### config.mk
export PLATFORM = sky130hd
export DESIGN_NAME = uart_tx_multiline_feed
export DESIGN_NICKNAME = d
export VERILOG_FILES = /design/src/rtl/uart_feed_pkg.sv /design/src/rtl/uart_feed_prio_enc.sv /design/src/rtl/uart_tx_multiline_feed.sv
export SDC_FILE = /design/constraint.sdc
export NUM_CORES = 2
export LEC_CHECK = 0
export CORE_AREA = 2 2 440 442
export CTS_BUF_LIST = sky130_fd_sc_hd__clkbuf_8
export CTS_CLUSTER_SIZE = 28
export DETAILED_ROUTE_END_ITERATION = 8
export DIE_AREA = 0 0 442 444
export GPL_TIMING_DRIVEN = 0
export PLACE_DENSITY = 0.5
export SLEW_MARGIN = 0
export SYNTH_ARGS = -nofsm -noshare
export SYNTH_HDL_FRONTEND = slang
export SYNTH_SLANG_ARGS = --single-unit
### constraint.sdc
create_clock -name i_clk_40mhz -period 2.5 [get_ports i_clk_40mhz]
set_input_delay 0.375 -clock i_clk_40mhz [delete_from_list [all_inputs] [get_ports i_clk_40mhz]]
set_output_delay 0.375 -clock i_clk_40mhz [all_outputs]
set_load 0.1 [all_outputs]
### src/rtl/uart_feed_pkg.sv
// Shared types and constants for the multi-line UART TX feeder.
// Optional CR/LF line terminators are enabled with `define UART_FEED_CRLF_EN.
package uart_feed_pkg;

    typedef enum logic [2:0] {
        ST_IDLE,
        ST_CAPT,
        ST_NEXT,
        ST_DATA,
        ST_WAIT
`ifdef UART_FEED_CRLF_EN
        , ST_EOL
`endif
    } t_uartfeed_state;

    localparam logic [7:0] c_ascii_space = 8'h20;
    localparam logic [7:0] c_ascii_cr    = 8'h0D;
    localparam logic [7:0] c_ascii_lf    = 8'h0A;

    // Counter must hold PARM_LINE_LEN itself, hence +1.
    function automatic int cnt_width(input int len);
        return $clog2(len + 1);
    endfunction

    function automatic int idx_width(input int n);
        return (n > 1) ? $clog2(n) : 1;
    endfunction

endpackage

### src/rtl/uart_feed_prio_enc.sv
// Lowest-set-bit encoder: index of the lowest request bit plus a none-set flag.
module uart_feed_prio_enc #(
    parameter int N = 4,
    parameter int W = 2
) (
    input  logic [N-1:0] req_i,
    output logic [W-1:0] idx_o,
    output logic         none_o
);

    // Scan downwards so the lowest set bit is the last one written.
    always_comb begin
        idx_o  = '0;
        none_o = 1'b1;
        for (int i = N - 1; i >= 0; i--) begin
            if (req_i[i]) begin
                idx_o  = W'(i);
                none_o = 1'b0;
            end
        end
    end

endmodule

### src/rtl/uart_tx_multiline_feed.sv
// Streams the mask-selected lines of a captured ASCII bank to a UART TX, byte by byte
// over valid/ready. `define UART_FEED_CRLF_EN appends 0x0D,0x0A after every line.
module uart_tx_multiline_feed
    import uart_feed_pkg::*;
#(
    parameter int         PARM_LINE_LEN  = 35,
    parameter int         PARM_NUM_LINES = 4,
    parameter logic [7:0] PARM_FILL_CHAR = c_ascii_space
) (
    input  logic                                      i_clk_40mhz,
    input  logic                                      i_rstn_40mhz,
    input  logic                                      i_tx_go,
    input  logic [PARM_NUM_LINES-1:0]                 i_line_mask,
    input  logic [PARM_NUM_LINES*PARM_LINE_LEN*8-1:0] i_dat_ascii_lines,
    output logic [7:0]                                o_tx_data,
    output logic                                      o_tx_valid,
    input  logic                                      i_tx_ready,
    output logic                                      o_busy,
    output logic [idx_width(PARM_NUM_LINES)-1:0]      o_line_idx,
    output logic                                      o_done
);

    localparam int LW = PARM_LINE_LEN * 8;
    localparam int CW = cnt_width(PARM_LINE_LEN);
    localparam int IW = idx_width(PARM_NUM_LINES);

    t_uartfeed_state state_q;
    // Ascending index maps to descending bit position, so line 0 lands in the MS bits.
    logic [0:PARM_NUM_LINES-1][LW-1:0] lines_q;
    logic [PARM_NUM_LINES-1:0]         mask_q;
    logic [PARM_NUM_LINES-1:0]         mask_d;
    logic [LW-1:0]                     shift_q;
    logic [CW-1:0]                     cnt_q;
    logic                              valid_q;
    logic                              done_q;
    logic [IW-1:0]                     idx_q;
    logic [IW-1:0]                     enc_idx;
    logic                              enc_none;
    logic                              hs;

    uart_feed_prio_enc #(
        .N (PARM_NUM_LINES),
        .W (IW)
    ) u_prio_enc (
        .req_i  (mask_q),
        .idx_o  (enc_idx),
        .none_o (enc_none)
    );

    assign mask_d = mask_q & (mask_q - PARM_NUM_LINES'(1));
    assign hs     = valid_q & i_tx_ready;

    always_ff @(posedge i_clk_40mhz or negedge i_rstn_40mhz) begin
        if (!i_rstn_40mhz) begin
            state_q <= ST_IDLE;
            lines_q <= {(PARM_NUM_LINES * PARM_LINE_LEN){PARM_FILL_CHAR}};
            mask_q  <= '0;
            shift_q <= '0;
            cnt_q   <= '0;
            valid_q <= 1'b0;
            done_q  <= 1'b0;
            idx_q   <= '0;
        end else begin
            done_q <= 1'b0;
            case (state_q)
                ST_IDLE: begin
                    if (i_tx_go) state_q <= ST_CAPT;
                end
                ST_CAPT: begin
                    lines_q <= i_dat_ascii_lines;
                    mask_q  <= i_line_mask;
                    state_q <= ST_NEXT;
                end
                ST_NEXT: begin
                    if (enc_none) begin
                        done_q  <= 1'b1;
                        state_q <= ST_WAIT;
                    end else begin
                        mask_q  <= mask_d;
                        idx_q   <= enc_idx;
                        shift_q <= lines_q[enc_idx];
                        cnt_q   <= CW'(PARM_LINE_LEN);
                        valid_q <= 1'b1;
                        state_q <= ST_DATA;
                    end
                end
                ST_DATA: begin
                    if (hs) begin
                        shift_q <= shift_q << 8;
                        cnt_q   <= cnt_q - CW'(1);
                        if (cnt_q == CW'(1)) begin
`ifdef UART_FEED_CRLF_EN
                            // Reuse the shifter and counter for the two terminator bytes.
                            shift_q[LW-1 -: 16] <= {c_ascii_cr, c_ascii_lf};
                            cnt_q               <= CW'(2);
                            state_q             <= ST_EOL;
`else
                            valid_q <= 1'b0;
                            state_q <= ST_NEXT;
`endif
                        end
                    end
                end
`ifdef UART_FEED_CRLF_EN
                ST_EOL: begin
                    if (hs) begin
                        shift_q <= shift_q << 8;
                        cnt_q   <= cnt_q - CW'(1);
                        if (cnt_q == CW'(1)) begin
                            valid_q <= 1'b0;
                            state_q <= ST_NEXT;
                        end
                    end
                end
`endif
                ST_WAIT: begin
                    if (!i_tx_go) state_q <= ST_IDLE;
                end
                default: begin
                    valid_q <= 1'b0;
                    state_q <= ST_IDLE;
                end
            endcase
        end
    end

    assign o_tx_data  = shift_q[LW-1 -: 8];
    assign o_tx_valid = valid_q;
    assign o_busy     = (state_q != ST_IDLE);
    assign o_line_idx = idx_q;
    assign o_done     = done_q;

endmodule

==> impl_metrics.ini <==
[worst_setup_path]
r2r-end = shift_q[278]$_DFFE_PN0P_
regToRegSetupSlack_ns = -0.01
critPathLaunchType = flip-flop
critPathSlowestCell = o22ai_1
slowest_delay_ns = 0.46
endpoint = shift_q[278]$_DFFE_PN0P_
cp.required_ns = 3.42
worstPathArrival_ns = 3.43
crit_path_end_kind = flip-flop
r2r-start = mask_q[2]$_DFFE_PN0P_
reg2reg_depth = 8
setup.worst_path.class = flip-flop to flip-flop
startpoint = mask_q[2]$_DFFE_PN0P_
critical_path_peak_fanout = 11
cp_cell_sequence = buf_2 > nand2b_1 > or3_1 > buf_4 > buf_6 > clkbuf_2 > o22ai_1 > o31ai_1

[finish]
syn_to_final_growth_pct = 52.6
nets = 8078
final_cell_mix = dfrtp_1 (1276), clkdlybuf4s50_1 (1126), mux2_2 (1121), dlygate4sd3_1 (1082), o31ai_1 (560)
final_area_um2 = 92200
final_cells = 9806
layout_commonest_cell = dfrtp_1
drive_gt1_share_pct = 27.5

[clock_tree]
cts.root.buffer_cell = clkbuf_8
cts.sinks = 1417
htreeDepth = 5
clk_latency_ns = 1.06
path_clk_slew_ns = 0.06
numCtsBuffers = 281
cts_tree = built
clock_path_buffers = 4

[sta]
fin_crit_sh_pct = 100
hold_ws_ns = -0.634
final_hold_viol_count = 166
slew_headroom_pct = 32.1
skew_ns = 0.0662
maxSlewViolCount = 0
worstMarginPinSlew_ns = 1.02
max_freq_mhz = 398
rsz0062_at_grt = true
fin_ws_ns = -0.0101
finalSetupViolCount = 1
period_needed_ns = 2.51

[route]
drc = 0
dr.pass1.iters = 6
ant_nets = 0
routed_wl_um = 277000
via_count = 50802
drt_iter0_markers = 4064
wl_per_cell_um = 28.3
drt-vias-per-instance = 5.18

[logic_synthesis]
syn_inst = 4422
yosysSeqAreaShare_pct = 59.0
postSynth.asyncResetShare_pct = 100
syn_nets = 5552
synth_cell_types = 41
synth_ff_type = dfrtp_1
ys_ff_latch = 1417
synth_edf_count = 0
syn_area_per_cell_um2 = 13.7
syn_area_um2 = 60400
yosysWarnings = 0

[place]
portBuffers = 1140
dp_cells = 8101
placed_area_um2 = 75300
gp_congestion = 0.914
hpwlAfterDp_um = 208000

[pwr]
switching_share_pct = 37.8
power_switching_mw = 43.4
power_leakage_nw = 37.4
p_per_area_nw_per_um2 = 1250
pwr-share-comb_pct = 41.6
power_frac_clock_pct = 19.9
p_total_mw = 115
ir_drop_v = 0.000571
p_int_mw = 71.4
p_seq_share_pct = 38.6

[global_route]
track_usage_pct = 27.3
grt_pass1_wl_um = 388000
grt_overflow = 0
antenna_found_initial = 191
grt_max_degree = 169
first_global_vias = 53270

[die]
die_width_um = 442
rows = 161
die_h_um = 444
start_util_pct = 31.5
ios = 1141
coreArea_um2 = 192000
die_area_um2 = 196000

[flow_run]
max_cap_violations = 0

[run_status]
status = finished with violations
violations = negative hold slack, negative setup slack

[worst_hold_path]
hp-class = input port to asynchronous set/reset pin
metal layers:
| metal | wire, µm | vias up | GRT usage (%) |
|---|---|---|---|
| met2 | 135000 | 1926 | 45.6 |
| met5 | 244 | - | 0 |
| met3 | 15400 | 581 | 5.15 |
| met4 | 10100 | 44 | 10.2 |
| li1 | - | 22279 | - |
| met1 | 116000 | 25972 | 35.0 |
sequential cells by signal, summed over array words and instances (netlist names):
| signal | cells |
|---|---|
| cnt_q | 6 |
| lines_q | 1120 |
| mask_q | 4 |
| o_done | 1 |
| o_line_idx | 2 |
| o_tx_valid | 1 |
| shift_q | 280 |
| state_q | 3 |
worst min path at each step:
stage                                           to                     start  cells after the start
after floorplan               cnt_q[0]$_DFFE_PN0P_              i_rstn_40mhz                      0
after global placement    lines_q[691]$_DFFE_PN0P_  lines_q[691]$_DFFE_PN0P_                      1
after detailed placement  lines_q[604]$_DFFE_PN0P_              i_rstn_40mhz                      1
after CTS                 lines_q[546]$_DFFE_PN0P_              i_rstn_40mhz                      2
after global routing      lines_q[270]$_DFFE_PN0P_              i_rstn_40mhz                      2
final                     lines_q[265]$_DFFE_PN0P_              i_rstn_40mhz                      2
synthesized netlist by cell type, drive strengths merged, types with 2 or more instances:
master,number,area (µm²)
o31ai,560,4200
nand3b,3,22.5
or2,2,12.5
xnor2,2,17.5
dfstp,140,3680
nor3,2,10.0
dfrtp,1277,32000
ha,2,25.0
nor2,12,45.0
nor4,3,18.8
or3,283,1770
clkbuf,207,785
buf,207,1140
inv,4,15.0
nor3b,2,20.0
mux2,1121,12600
and2,2,12.5
a22oi,274,2070
nand2,15,56.3
a22o,4,35.0
o21ai,6,30.0
xor2,2,17.5
o22ai,280,1750
cell type report:
cell class              instances  area, µm²
diodes                        131        328
fillers                     17529      99400
well taps                    2526       3160
clock inverters               151        662
flip-flops and latches       1417      35600
inverters                       4       15.0
clock buffers                 333       4580
multi-input cells            2587      22900
plain buffers                 413       2180
repair buffers               2244      22700
metrics by stage:
stage / setup TNS (ns) / setup WS, ns / util, %
after floorplan: 0 / 0.288 / -
after global placement: - / -67.16 / 39.1
after detailed placement: -975.71 / -1.07 / 39.3
after CTS: -4.96 / -0.213 / 47.8
after global routing: -0.201 / -0.107 / 48.1
final: -0.0101 / -0.0101 / 48.1
critical path: cells and delay by family, from the launching register on:
| family | cells | cell delay [ns] |
|---|---|---|
| buf+inv | 4 | 0.94 |
| compound gates | 2 | 0.59 |
| simple gates | 2 | 0.49 |
| flops | 1 | 0.36 |
power groups by stage:
stage / sequential (mW) / combinational [mW] / clock (mW)
floorplan: 40.5 / 31.7 / 0
global placement: 44.5 / 44.5 / 0
detailed placement: 44.3 / 45.6 / 0
CTS: 44.0 / 47.6 / 23.3
global route: 45.4 / 51.2 / 24.4
finish: 44.3 / 47.7 / 22.8
cells by family (layout without fill, tap and decap cells):
| logic type | count (synthesis) | count (layout) | synth area share [%] |
|---|---|---|---|
| DFF | 1417 | 1417 | 59.0 |
| AOI/OAI and AO/OA | 1128 | 1128 | 13.4 |
| muxes | 1122 | 1122 | 20.9 |
| buffers and inverters | 418 | 3145 | 3.21 |
| and+or+nand+nor | 330 | 330 | 3.33 |
| xor gates and xnor gates | 4 | 4 | 0.0580 |
| adders and majority gates | 3 | 3 | 0.0580 |
| other | 0 | 131 | 0 |
repair_timing:
action / in CTS / in global routing
cloned: 0 / 2
gates resized for setup: 177 / 75
endpoints found under the setup margin: 1420 / 306
hold endpoints to repair: 1356 / 153
buffers inserted: 0 / 4
hold buffers: 1078 / 7
pin swaps: 0 / 2
Power figures use the tool's default switching activity.
